==> src/rtl/regfile_write_scheduler.sv <==
// Arbitrates the register-bank write port between writeback and the multi-cycle unit,
// and tracks outstanding multi-cycle destinations in a busy scoreboard.
module regfile_write_scheduler #(
   parameter int unsigned XLEN     = 32,
   parameter int unsigned MAX_WAIT = 4
) (
   input  logic            clk,
   input  logic            rst,
   input  logic            wb_valid,
   output logic            wb_ready,
   input  logic [4:0]      wb_rd,
   input  logic [XLEN-1:0] wb_data,
   input  logic            mc_valid,
   output logic            mc_ready,
   input  logic [4:0]      mc_rd,
   input  logic [XLEN-1:0] mc_data,
   input  logic            issue_valid,
   input  logic [4:0]      issue_rd,
   output logic            issue_ready,
   input  logic [4:0]      q_rs1,
   input  logic [4:0]      q_rs2,
   output logic            q_busy1,
   output logic            q_busy2,
   output logic            rf_we,
   output logic [4:0]      rf_rd,
   output logic [XLEN-1:0] rf_wdata
);

   localparam logic [3:0] WAIT_LIM = 4'(MAX_WAIT);

   logic [3:0]  wcnt;
   logic [31:0] busy;
   logic [31:0] busy_nxt;
   logic        rf_src;
   logic        mc_forced;
   logic        wb_hs;
   logic        mc_hs;
   logic        issue_hs;

   // mc wins when starved to the limit, or whenever wb has nothing to offer
   assign mc_forced   = mc_valid && (wcnt == WAIT_LIM);
   assign wb_ready    = wb_valid && !mc_forced;
   assign mc_ready    = mc_valid && (mc_forced || !wb_valid);
   assign wb_hs       = wb_valid && wb_ready;
   assign mc_hs       = mc_valid && mc_ready;

   assign issue_ready = !issue_valid || (issue_rd == 5'd0) || !busy[issue_rd];
   assign issue_hs    = issue_valid && issue_ready;

   assign q_busy1     = busy[q_rs1];
   assign q_busy2     = busy[q_rs2];

   // Clear follows the registered mc write so it lines up with the bank store
   always_comb begin
      busy_nxt = busy;
      if (rf_we && rf_src)
         busy_nxt[rf_rd] = 1'b0;
      if (issue_hs && (issue_rd != 5'd0))
         busy_nxt[issue_rd] = 1'b1;
      busy_nxt[0] = 1'b0;
   end

   always_ff @(posedge clk or posedge rst) begin
      if (rst) begin
         wcnt     <= '0;
         busy     <= '0;
         rf_we    <= 1'b0;
         rf_rd    <= '0;
         rf_wdata <= '0;
         rf_src   <= 1'b0;
      end else begin
         busy <= busy_nxt;

         if (!mc_valid || mc_ready)
            wcnt <= '0;
         else if (wcnt != WAIT_LIM)
            wcnt <= wcnt + 4'd1;

         if (mc_hs) begin
            rf_we    <= (mc_rd != 5'd0);
            rf_rd    <= mc_rd;
            rf_wdata <= mc_data;
            rf_src   <= 1'b1;
         end else if (wb_hs) begin
            rf_we    <= (wb_rd != 5'd0);
            rf_rd    <= wb_rd;
            rf_wdata <= wb_data;
            rf_src   <= 1'b0;
         end else begin
            rf_we    <= 1'b0;
         end
      end
   end

endmodule

==> config.mk <==
export PLATFORM = sky130hd
export DESIGN_NAME = regfile_write_scheduler
export DESIGN_NICKNAME = d
export VERILOG_FILES = /design/src/rtl/regfile_write_scheduler.sv
export SDC_FILE = /design/constraint.sdc
export NUM_CORES = 1
export LEC_CHECK = 0
export ABC_CLOCK_PERIOD_IN_PS = 5300
export BUFFER_PORTS_ARGS = -buffer_cell sky130_fd_sc_hd__buf_2
export CELL_PAD_IN_SITES_DETAIL_PLACEMENT = 1
export CELL_PAD_IN_SITES_GLOBAL_PLACEMENT = 1
export CORE_ASPECT_RATIO = 1.75
export CORE_MARGIN = 4
export CORE_UTILIZATION = 40
export DETAILED_ROUTE_END_ITERATION = 12
export GPL_TIMING_DRIVEN = 1
export HOLD_SLACK_MARGIN = 0.03
export PLACE_DENSITY_LB_ADDON = 0.1
export SYNTH_ARGS = -nofsm -noshare
export SYNTH_HDL_FRONTEND = slang
export SYNTH_SLANG_ARGS = --single-unit
==> constraint.sdc <==
create_clock -name clk -period 5.3 [get_ports clk]
set_input_delay 1.06 -clock clk [delete_from_list [all_inputs] [get_ports clk]]
set_output_delay 1.06 -clock clk [all_outputs]
set_load 0.03 [all_outputs]
[Word-level counts from Yosys, hierarchy flattened]
Index checks and enable logic that the tools add are counted.
Operators by class
  multiplexer cells: 22
  order comparisons: 6
  bitwise logic cells: 3
  equality and inequality tests: 2
  reduce and logical (&&, ||, !) cells: 25
  $add $sub $neg: 1
Operators by type and width (number)
  2-to-1 mux 32 bit: 4
  AND 32 bit: 1
  inverter 32 bit: 1
  OR 32 bit: 1
  less-than comparator 5 x 6 -> 1 bit (second input constant): 4
  binary-select mux 1 bit (select 5 bit): 3
  nonzero test 5 bit: 3
  demux 1 bit (select 5 bit): 2
  greater-or-equal comparator 5 x 1 -> 1 bit (second input constant): 2
  logical AND 1 bit: 10
  2-to-1 mux 5 bit: 2
  2-to-1 mux 1 bit: 9
  2-to-1 mux 4 bit: 2
  logical NOT 1 bit: 5
  logical NOT 5 bit: 1
  adder 4 x 1 -> 4 bit (second input constant): 1
  == test 4 x 3 -> 1 bit (second input constant): 1
  logical OR 1 bit: 4
  inequality test 4 x 3 -> 1 bit (second input constant): 1
  nonzero test 2 bit: 2
Storage, ports and cells
  word-level logic and storage cells: 65
  register bits after elaboration: 74

[Logic depth before layout (Yosys ltp)]
Gate-level depths: netlist of the first run.
  depth after elaboration: 9
  mapped depth: 9

[Worst setup path after synthesis of the first run]
No wires, ideal clock.
  path kind: input port to output port
  start point: input port issue_rd[0]
  end point: output port issue_ready
  arrival time: 2.985 ns
  required time: 4.240 ns
  stages: 6
  buffers on the path: 2
  slack: 1.255 ns
  path through: buf_2 > buf_2 > mux4_2 > mux2i_1 > o21ai_0 > o31ai_1
On the way
  longest elaborated chain between the ends: 4
RTL lines
  start, declared: line 18  | input logic [4:0] issue_rd,
  binary-select mux 1 bit (select 5 bit): line 47  | assign issue_ready = !issue_valid || (issue_rd == 5'd0) || !busy[issue_rd];
  2-to-1 mux 1 bit (implied by the code): line 47
  logical NOT 1 bit: line 47
  logical OR 1 bit *: line 47
  end, declared: line 19  | output logic issue_ready,
Every way passes the cells marked *; elsewhere a longest branch is shown, timed or not. The select of a mux whose other input is x is not followed.

[Worst setup path after layout of the first run]
  start point: input port issue_rd[2]
  end point: output port issue_ready
Same word-level chain as after synthesis.

==> flow_summary.json, run 1 <==
{
  "p_leak_uw": 0.00231,
  "hold_buffers": 0,
  "finalNetCount": 621,
  "cts_tree": "built",
  "max_cap_violations": 0,
  "routed_via_density": 5.69,
  "cp-end-kind": "primary output",
  "track_usage": 0.223,
  "nFillCells": 1209,
  "fin_ws_ps": 1230,
  "yosys-top-cells-area": "dfrtp_1, mux4_2, o21ai_0",
  "ir_drop_mv": 0.172,
  "row_count": 49,
  "ys_types": 35,
  "insertion_delay_ps": 330,
  "synth-main-ff-cell": "dfrtp_1",
  "hold_viol_final": 0,
  "place.gp.congestion": 0.889,
  "finalClockSkew_ps": 5.30,
  "io_buffers": 136,
  "setup_viol": 0,
  "cts-buffers-inserted": 9,
  "path_max_fanout": 12,
  "yosys.area_share.simple": 0.123,
  "ioPinCount": 137,
  "worstSetupPathType": "in2out",
  "synthXorXnorAreaFrac": 0.00422,
  "slew_headroom": 0.452,
  "synth_top_area_cell": "dfrtp_1",
  "pwr-share-seq": 0.409,
  "rrSetupSlack_ps": 3400,
  "intPower_uw": 1280,
  "synth_fa_ha_area_frac": 0.00602,
  "totalWireLength_mm": 13.1,
  "p_switching_uw": 583,
  "comb_power_share": 0.244,
  "synth.most_common_cell": "o21ai_0",
  "layout-drive-gt1-share": 0.364,
  "period_share": 0.769,
  "postRouteAntennaNets": 0,
  "synth_edf_count": 0,
  "drv_slew": 0,
  "status": "finished clean",
  "antenna_cells": 0,
  "ys_top_cells_by_count": "o21ai_0, dfrtp_1, nand2_1, mux2i_1, mux4_2",
  "pwr-share-clk": 0.347,
  "muxShareOfSynthArea": 0.256,
  "cts_buffer_depth": 2,
  "start_util": 0.406,
  "synth_top_family_by_area": "multiplexers",
  "cts_root_buf": "clkbuf_16",
  "hold_class": "reg2reg",
  "register_area_um2": 1850,
  "syn-num-nets": 497,
  "drc_errors": 0,
  "syn_inst": 401,
  "crit_required_ps": 4240,
  "drtIter0Drc": 119,
  "dpl.hpwl_mm": 10.3,
  "max_freq_mhz": 245,
  "ys_ff_latch": 74,
  "timing.setup.tns_ps": 0,
  "synth_compound_area_frac": 0.136,
  "grt_pass1_wl_mm": 21.4,
  "yosysSeqAreaShare": 0.446,
  "syn2layout_area_growth_pct": 25.8,
  "multi_input_area_um2": 2180,
  "die_w_um": 85.0,
  "postCtsResizedCells": 0,
  "dieArea_um2": 12100,
  "syn_avg_cell_area_um2": 10.4,
  "syn_area_um2": 4160,
  "vias": 3740,
  "grt_max_degree": 77,
  "postCtsSetupRepairBufs": 0,
  "powerDensity_nw_per_um2": 357,
  "synth_top_cell_area_share": 0.446,
  "dieHeight_um": 143,
  "first_global_vias": 4213,
  "cts.sinks": 74,
  "pre_cts_ws_ps": 1240,
  "postSynth.asyncResetShare": 1.00,
  "ys_warn_count": 0,
  "grt-ovfl-total": 0,
  "fin_crit_ps": 4070,
  "clkTransAtPathRegs_ps": 60,
  "worst_pin_slew_ps": 821,
  "cp.arrival_ps": 3010,
  "avgRoutedWirePerCell_um": 19.9,
  "rsz0062_at_grt": "false",
  "cts-htree-levels": 3,
  "antenna_found_initial": 0,
  "core_area_um2": 10200,
  "p_sw_frac": 0.312,
  "dr.pass1.iters": 4,
  "worstSetupStartpointType": "primary input"
}
-- power by group through the flow --
stage / registers, uW / clock network (uW) / logic, uW
2_1_floorplan: 781 / 0 / 277
3_3_place_gp: 763 / 0 / 450
3_5_place_dp: 772 / 0 / 462
4_1_cts: 762 / 661 / 463
5_1_grt: 778 / 686 / 501
6_report: 763 / 648 / 456
-- final timing paths --
check / cells after the start / from / end
setup / recovery: 6 / issue_rd[2] / issue_ready
hold / removal: 1 / wcnt[0] / wcnt[0]
setup reg to reg: 7 / wcnt[0] / rf_wdata[11]
hold reg to reg: 1 / wcnt[0] / wcnt[0]
max in group asynchronous: 3 / rst / busy[6]
min in group asynchronous: 2 / rst / busy[27]
-- sequential cells by signal (all words and copies together), names as in the netlist --
signal and count:
busy 31, rf_rd 5, rf_src 1, rf_wdata 32, rf_we 1, wcnt 4
-- metrics by stage --
step / instance area, um^2 / utilization / total power (uW) / std cells / hold WS, ps
floorplan: 4160 / - / 1060 / 401 / 451
global placement: 4910 / 0.480 / 1210 / 641 / 477
detailed placement: 4910 / 0.480 / 1230 / 641 / 505
CTS: 5230 / 0.511 / 1890 / 657 / 517
global route: 5230 / 0.511 / 1960 / 657 / 545
finish: 5230 / 0.511 / 1870 / 657 / 514
-- cell usage in the layout, fill, tap and decap left out --
cell / count
inv_2: 2
nand2_1: 68
or3b_2: 2
buf_4: 3
mux4_2: 25
clkbuf_16: 9
mux2i_1: 42
or3_1: 3
clkinv_2: 2
o21ai_0: 101
nand4b_1: 3
and3b_1: 2
nor2_1: 12
o211ai_1: 1
a21boi_0: 1
buf_2: 136
and3_1: 2
nor3_1: 1
or2_2: 2
a22o_1: 1
xnor2_1: 1
nand3b_1: 4
inv_1: 2
xor2_1: 1
or4_1: 2
nand3_1: 4
nand4_1: 1
clkinvlp_4: 2
a22oi_1: 1
a32oi_1: 2
dfrtp_1: 74
ha_1: 2
bufinv_16: 2
mux2_2: 7
and2_1: 2
o31ai_1: 1
a21oi_1: 1
nor3b_1: 2
clkinv_4: 1
-- cell type report --
type / instances / share of cell area
inverters: 4 / 0.00287
multi-input cells: 297 / 0.417
flip-flops and latches: 74 / 0.354
clock buffers: 9 / 0.0431
repair buffers: 139 / 0.134
clock inverters: 7 / 0.0179
well taps: 127 / 0.0304
-- layer usage --
| metal | vias to the layer above | GRT usage | share of wire | routed length (um) |
|---|---|---|---|---|
| met4 | 0 | 0.0926 | 0.029 | 375 |
| met5 | - | 0 | 0 | 0 |
| met2 | 137 | 0.406 | 0.55 | 7230 |
| met1 | 1871 | 0.241 | 0.36 | 4680 |
| li1 | 1707 | - | - | - |
| met3 | 25 | 0.0566 | 0.061 | 793 |
-- critical path, stage by stage --
cell and delay (ps):
buf_2 160, nor3b_1 530, a22oi_1 180, a32oi_1 680, o31ai_1 180, buf_2 210
-- logic make-up after synthesis --
| logic type | after synthesis |
|---|---|
| compound gates | 109 |
| xor+xnor | 2 |
| fa+ha+maj | 2 |
| buf+inv | 30 |
| flops | 74 |
| mux | 74 |
| simple gates | 110 |
Power figures use the tool's default switching activity.
==> run 2: changes to the inputs <==
--- a/config.mk
+++ b/config.mk
@@ -5,13 +5,13 @@
 export SDC_FILE = /design/constraint.sdc
 export NUM_CORES = 1
 export LEC_CHECK = 0
-export ABC_CLOCK_PERIOD_IN_PS = 5300
+export ABC_CLOCK_PERIOD_IN_PS = 3630
 export BUFFER_PORTS_ARGS = -buffer_cell sky130_fd_sc_hd__buf_2
 export CELL_PAD_IN_SITES_DETAIL_PLACEMENT = 1
 export CELL_PAD_IN_SITES_GLOBAL_PLACEMENT = 1
 export CORE_ASPECT_RATIO = 1.75
 export CORE_MARGIN = 4
-export CORE_UTILIZATION = 40
+export CORE_UTILIZATION = 35
 export DETAILED_ROUTE_END_ITERATION = 12
 export GPL_TIMING_DRIVEN = 1
 export HOLD_SLACK_MARGIN = 0.03
==> constraint.sdc (replaced) <==
create_clock -name clk -period 3.63 [get_ports clk]
set_input_delay 0.726 -clock clk [delete_from_list [all_inputs] [get_ports clk]]
set_output_delay 0.726 -clock clk [all_outputs]
set_load 0.03 [all_outputs]
==> flow_summary.json, run 2 (synthesized netlist as in run 1, its figures left out) <==
{
  "setup_viol": 0,
  "worstSetupStartpointType": "primary input",
  "drtIter0Drc": 148,
  "finalNetCount": 625,
  "rrSetupSlack_ps": 1690,
  "ir_drop_mv": 0.363,
  "postCtsResizedCells": 0,
  "row_count": 52,
  "die_w_um": 90.4,
  "dieArea_um2": 13700,
  "rsz0062_at_grt": "false",
  "start_util": 0.359,
  "crit_required_ps": 2900,
  "final_common_cell": "buf_2",
  "slowest_delay_ps": 560,
  "dieHeight_um": 152,
  "nFillCells": 1376,
  "p_leak_uw": 0.00235,
  "grt-ovfl-total": 0,
  "antenna_found_initial": 0,
  "path_max_fanout": 19,
  "timing.setup.tns_ps": 0,
  "routed_via_density": 5.53,
  "core_area_um2": 11600,
  "final_cell_mix": "buf_2, o21ai_0, dfrtp_1",
  "ioPinCount": 137,
  "pwr-share-seq": 0.399,
  "regMostFlops": "rf_wdata",
  "first_global_vias": 4214,
  "cpMostUsedCell": "buf_2",
  "clkTransAtPathRegs_ps": 60,
  "hold_viol_final": 0,
  "layout-drive-gt1-share": 0.367,
  "worst_pin_slew_ps": 722,
  "drc_errors": 0,
  "grt_max_degree": 78,
  "fin_crit_ps": 3240,
  "vias": 3699,
  "largest_reg_flops": 32,
  "dpl.hpwl_mm": 10.6,
  "period_share": 0.894,
  "cp.arrival_ps": 2520,
  "hold_start": "wcnt[0]",
  "p_switching_uw": 859,
  "cts_tree": "built",
  "max_cap_violations": 0,
  "status": "finished clean",
  "cts.sinks": 74,
  "dr.pass1.iters": 4,
  "syn2layout_area_growth_pct": 27.9,
  "cp-end-kind": "primary output",
  "postRouteAntennaNets": 0,
  "cts-htree-levels": 3,
  "hold_depth": 1,
  "avgRoutedWirePerCell_um": 20.4,
  "drv_slew": 0,
  "max_freq_mhz": 308,
  "slew_headroom": 0.518,
  "postCtsSetupRepairBufs": 0,
  "final_util": 0.459,
  "finalClockSkew_ps": 7.82,
  "insertion_delay_ps": 330,
  "reg_top3": "rf_wdata (32), busy (31), rf_rd (5)",
  "pwr-share-clk": 0.369,
  "totalWireLength_mm": 13.7,
  "cts_root_buf": "clkbuf_16",
  "hold_buffers": 0,
  "track_usage": 0.207,
  "grt_pass1_wl_mm": 22.8,
  "reg2reg_depth": 8,
  "comb_power_share": 0.232,
  "multi_input_area_um2": 2180,
  "io_buffers": 136,
  "powerDensity_nw_per_um2": 536,
  "place.gp.congestion": 0.913,
  "cts-buffers-inserted": 9,
  "min_to": "wcnt[0]",
  "register_area_um2": 1850,
  "p_sw_frac": 0.302,
  "hold_class": "reg2reg",
  "intPower_uw": 1990,
  "rr_startpoint": "wcnt[0]",
  "antenna_cells": 0,
  "worst_path_max_delay_cell": "mux4_2",
  "cp_cell_sequence": "buf_2 -> mux4_2 -> a22o_1 -> o31ai_1 -> buf_2",
  "worstSetupPathType": "in2out",
  "cts_buffer_depth": 2,
  "r2r-end": "wcnt[2]"
}
[run 2: cell types whose count changed in the layout (fill, tap and decap cells not counted), sizes merged]
| cell | delta |
|---|---|
| bufinv | +1 |
| clkinvlp | -1 |
| clkbuf | +3 |
| buf | +4 |
| clkinv | -3 |
[run 2: how the worst max path moves through the flow]
| stage | startpoint | end | depth (start not counted) |
|---|---|---|---|
| global route | issue_rd[0] | issue_ready | 5 |
| detailed placement | issue_rd[0] | issue_ready | 5 |
| finish | issue_rd[0] | issue_ready | 5 |
| CTS | issue_rd[0] | issue_ready | 5 |
| floorplan | issue_rd[0] | issue_ready | 6 |
| global placement | issue_rd[0] | issue_ready | 5 |
[run 2: per-stage QoR]
step | worst slack, ps | hold slack (ps) | cells | total power, uW | area [um^2]
after CTS | 382 | 506 | 669 | 2880 | 5320
final | 386 | 498 | 669 | 2850 | 5320
after detailed placement | 375 | 497 | 653 | 1820 | 4960
after floorplan | 253 | 451 | 401 | 1550 | 4160
after global routing | 232 | 541 | 669 | 3000 | 5320
after global placement | 407 | 491 | 653 | 1790 | 4960
[run 2: power groups by stage]
stage	clock network, uW	logic (uW)	registers, uW
finish	1050	662	1140
global route	1110	733	1160
CTS	1070	672	1140
detailed placement	0	670	1150
global placement	0	646	1150
floorplan	0	404	1140
[run 2: routing by layer]
layer  routed length, um  global-route usage  vias to the layer above
met1                4970               0.221                     1823
met4                 374              0.0825                        0
met5                   0                   0                        -
li1                    -                   -                     1723
met3                 831              0.0548                       25
met2                7500               0.383                      128
[run 2: cell type report]
cell class,instances,share of cell area
Multi-Input combinational cell,297,0.410
Sequential cell,74,0.348
Timing Repair Buffer,143,0.140
Clock buffer,12,0.0482
Tap cell,135,0.0318
Clock inverter,4,0.0184
Inverter,4,0.00282
[run 2: worst max-delay path: cells and delay by family]
kind	cells	cell delay [ps]
AOI/OAI and AO/OA	2	620
buffers and inverters	2	610
muxes	1	560
